--- config.mk ---
export PLATFORM = sky130hd
export DESIGN_NAME = sipo_nor_deserializer
export DESIGN_NICKNAME = d
export VERILOG_FILES = /design/src/rtl/sipo_nor_deserializer.sv
export SDC_FILE = /design/constraint.sdc
export NUM_CORES = 1
export LEC_CHECK = 0
export ABC_AREA = 1
export BUFFER_PORTS_ARGS = -buffer_cell sky130_fd_sc_hd__buf_2
export CORE_UTILIZATION = 25
export CTS_BUF_LIST = sky130_fd_sc_hd__clkbuf_4
export CTS_CLUSTER_SIZE = 25
export DETAILED_ROUTE_END_ITERATION = 10
export HOLD_SLACK_MARGIN = 0.12
export MAX_ROUTING_LAYER = met4
export SLEW_MARGIN = 25
export SYNTH_ARGS = -nofsm -noshare
export SYNTH_HDL_FRONTEND = slang
export SYNTH_SLANG_ARGS = --single-unit
--- constraint.sdc ---
create_clock -name CLK -period 1.3 [get_ports CLK]
set_clock_uncertainty 0.05 [all_clocks]
set_input_delay 0 -clock CLK [delete_from_list [all_inputs] [get_ports CLK]]
set_output_delay 0 -clock CLK [all_outputs]
set_load 0.005 [all_outputs]
--- src/rtl/sipo_nor_deserializer.sv ---
// Bit-serial to word-parallel deserializer, LSB first, with a one-entry output register
// and a registered reduce-NOR flag (ZERO) that accompanies each presented word.
module sipo_nor_deserializer #(
  parameter int unsigned WIDTH = 8
) (
  input  logic             CLK,
  input  logic             RESETN,
  input  logic             I,
  input  logic             I_VALID,
  output logic             I_READY,
  input  logic             SYNC,
  output logic [WIDTH-1:0] O,
  output logic             O_VALID,
  input  logic             O_READY,
  output logic             ZERO
);

  localparam int unsigned CntW = $clog2(WIDTH);
  localparam logic [CntW-1:0] LastCnt = CntW'(WIDTH - 1);

  logic [WIDTH-2:0] sr_q, sr_d;
  logic [CntW-1:0]  cnt_q, cnt_d;
  logic [WIDTH-1:0] o_q, o_d;
  logic             zero_q, zero_d;
  logic             o_valid_q, o_valid_d;

  logic             at_last;
  logic             accept;
  logic             complete;
  logic [WIDTH-1:0] word;

  assign at_last  = (cnt_q == LastCnt);
  // SYNC restarts the word at bit 0, so the final-bit stall cannot apply.
  assign I_READY  = SYNC | ~(at_last & o_valid_q & ~O_READY);
  assign accept   = I_VALID & I_READY;
  assign complete = accept & ~SYNC & at_last;
  assign word     = {I, sr_q};

  always_comb begin
    sr_d      = sr_q;
    cnt_d     = cnt_q;
    o_d       = o_q;
    zero_d    = zero_q;
    o_valid_d = o_valid_q;

    if (SYNC) begin
      if (accept) begin
        sr_d[0] = I;
        cnt_d   = CntW'(1);
      end else begin
        cnt_d = '0;
      end
    end else if (accept) begin
      if (at_last) begin
        o_d       = word;
        zero_d    = ~|word;
        o_valid_d = 1'b1;
        cnt_d     = '0;
      end else begin
        for (int unsigned i = 0; i < WIDTH - 1; i++) begin
          if (cnt_q == CntW'(i)) sr_d[i] = I;
        end
        cnt_d = cnt_q + CntW'(1);
      end
    end

    // A completion in the same cycle as a drain replaces the word without a bubble.
    if (o_valid_q && O_READY && !complete) o_valid_d = 1'b0;
  end

  always_ff @(posedge CLK) begin
    if (!RESETN) begin
      sr_q      <= '0;
      cnt_q     <= '0;
      o_q       <= '0;
      zero_q    <= 1'b0;
      o_valid_q <= 1'b0;
    end else begin
      sr_q      <= sr_d;
      cnt_q     <= cnt_d;
      o_q       <= o_d;
      zero_q    <= zero_d;
      o_valid_q <= o_valid_d;
    end
  end

  assign O       = o_q;
  assign ZERO    = zero_q;
  assign O_VALID = o_valid_q;

endmodule

==> impl_metrics.csv <==
group,metric,value,unit
run_status,status,"complete, but fails checks",
run_status,violations,"hold timing, setup timing",
clock_network,numCtsBuffers,3,
floorplan,core-area,3800,sq um
worst_setup_path,cp.arrival,1590,ps
power_and_ir_drop,ir_drop,670,uV
worst_setup_path,crit-reg2reg-launch,"cnt_q[1]",
synthesis,syn-num-nets,153,
timing,drv_slew,0,
grt,grt_antenna_before_repair,0,
detailed_routing,finalWirelength,2.39,mm
clock_network,cts_tree,"done",
placed_design,io_buffers,16,
worst_setup_path,critPathLaunch,"cnt_q[1]",
synthesis,synth-warning-count,0,
timing,hold_violations,1,
floorplan,die_y,66.1,microns
floorplan,dieWidth,66.1,microns
grt,overflow,0,
floorplan,num_rows,22,
timing,whs,-29.6,ps
grt,grt_use_total,13.0,%
detailed_routing,drtIter0Drc,44,
hold_path,hp-class,"input port to register",
detailed_routing,drc_errors,0,
timing,finalSetupViolCount,21,
job,max-cap-violations,0,
worst_setup_path,reg2reg_to,"O[5]",
timing,worst_slew_pin_slew,531,ps
worst_setup_path,crit_end,"O[5]",
synthesis,ys_seq_area_share,39.0,%
timing,rsz0062_at_grt,"true",
clock_network,cts-root-buf,"clkbuf_4",
final_layout,nets,187,
worst_setup_path,cp-start-kind,"register",
worst_setup_path,rr_worst_depth,9,
grt,grt_pass1_wl,4.28,mm
synthesis,syn_inst,141,
timing,maxSlewHeadroom,64.6,%
final_layout,drive_gt1_share,37.9,%
floorplan,die_area,4370,sq um
synthesis,avgSynthCellArea,7.29,sq um
detailed_routing,drtPass1Iterations,4,
timing,finalCritPeriodShare,112,%
worst_setup_path,required,1430,ps
power_and_ir_drop,power_density,821,nW/um^2
timing,timing.final.ws_setup,-158,ps
final_layout,fin_util,39.3,%
timing,min_period,1460,ps
final_layout,area_growth,45.4,%
detailed_routing,vias,985,
worst_setup_path,cp-end-kind,"register",
grt,grt_max_degree,14,
synthesis,synth.distinct_cells,21,
placed_design,place_congestion,0.760,
synthesis,syn_area,1030,sq um
placed_design,hpwlAfterDp,1.67,mm
worst_setup_path,timing.setup.critical_path_class,"register to register",
final_layout,n_fill_cell,402,
synthesis,ys_ff_latch,20,
worst_setup_path,reg2reg_slack,-160,ps
clock_network,cts_buffer_depth,2,
floorplan,start_util,27.0,%
final_layout,diodes,0,
placed_design,dp_worst_setup_slack,-62.6,ps
clock_network,ctsHoldBuffers,4,
floorplan,io_pins,17,
timing,fmax,686,MHz
clock_network,clock-sinks,20,
clock_network,htreeDepth,1,
detailed_routing,drtAntennaViolNets,0,
worst_setup_path,path_max_fanout,5,
grt,grt_pass1_vias,984,
detailed_routing,post_drt_wl_per_cell,10.8,microns
detailed_routing,routed_via_density,4.44,
power_and_ir_drop,leakagePower,0.661,nW
clock_network,clock_latency,300,ps
clock_network,clkTransAtPathRegs,120,ps
logic make-up (layout without fill, tap and decap cells):
logic type / count (synthesis) / count (layout) / share of synthesized area, %
adder cells (fa/ha/maj): 6 / 6 / 7.31
buffers and inverters: 23 / 56 / 10.7
AND/OR/NAND/NOR: 73 / 73 / 33.4
flip-flops: 20 / 20 / 39.0
AO/OA/AOI/OAI: 19 / 19 / 9.62
report_power, final:
part	internal (mW)	switching, mW
registers	0.620	0.00601
logic	0.0364	0.0614
clock network	0.312	0.192
total	0.968	0.259
cell usage after synthesis, drive strengths merged:
master	count	area, sq um
nand4	8	50.1
nand3	7	40.0
nand2	37	149
nor3	1	5.00
a21oi	15	78.8
buf	6	45.0
nor2	20	98.8
inv	16	60.1
clkinv	1	5.00
ha	6	75.1
o21ai	4	20.0
dfxtp	20	400
metal layers:
metal	global-route usage (%)	share of wire (%)
met2	23.0	50
met1	15.0	47
met4	2.39	0.21
met3	3.10	2.7
met5	-	0
cell usage in the layout, fill, tap and decap left out, types with 2 or more instances in the layout:
cell type      Yosys  routed
nand2_1           35      27
dfxtp_1           20      18
nor2_1            18      18
buf_2              3      15
inv_1             14      13
buf_4              1      10
a21oi_2            1       9
nand4_1            8       8
a21oi_1           14       6
nand2_4            1       5
nand2_2            1       5
nand3_1            6       5
ha_1               6       4
dlygate4sd3_1      0       4
buf_6              2       4
o21ai_0            4       3
clkbuf_4           0       3
inv_2              2       2
ha_4               0       2
dfxtp_2            0       2
flip-flops by register name, summed over array words and instances (netlist names):
name     cells
cnt_q        3
O_VALID      1
O            8
ZERO         1
sr_q         7
how the worst min path moves through the flow:
stage	start	endpoint	cells past startpoint
3_5_place_dp	RESETN	sr_q[5]	3
6_report	O_READY	O_VALID	4
2_1_floorplan	O_READY	I_READY	2
5_1_grt	O_READY	O_VALID	4
4_1_cts	O_READY	O_VALID	4
3_3_place_gp	RESETN	sr_q[1]	3
worst max-delay path: stages, from the launching register on:
cell and delay [ps]:
dfxtp_2 370, ha_4 150, ha_4 140, inv_6 40, nor2_8 90, buf_6 110, nand3_4 100, clkbuf_16 190
nand2_2 50, a21oi_1 50
stage by stage:
stage / TNS, ps / instance area (sq um) / hold WS (ps) / instances / power, mW
detailed placement: -729 / 1240 / 279 / 207 / 0.723
CTS: -2580 / 1380 / -38.0 / 219 / 1.24
global placement: -358 / 1240 / 275 / 207 / 0.722
finish: -2310 / 1490 / -29.6 / 222 / 1.23
floorplan: -14.2 / 1070 / 74.0 / 141 / 0.700
global route: -4100 / 1490 / -45.2 / 222 / 1.29
repair_timing:
action | CTS | global route
pin swaps | 5 | 10
endpoints found under the hold margin | 13 | 1
setup buffers | 4 | 2
gates resized for setup | 7 | 21
setup endpoints to repair | 19 | 21
cloned | 0 | 1
cell type report:
cell class                 instances  area, sq um  area share, %
inverter                          17         73.8           4.94
tap                               48         60.1           4.02
timing repair buffer              35          280           18.8
clock inverter                     1         30.0           2.01
clock buffer                       3         22.5           1.51
sequential                        20          403           27.0
multi-input combinational         98          624           41.8
(Power assumes the default switching activity.)
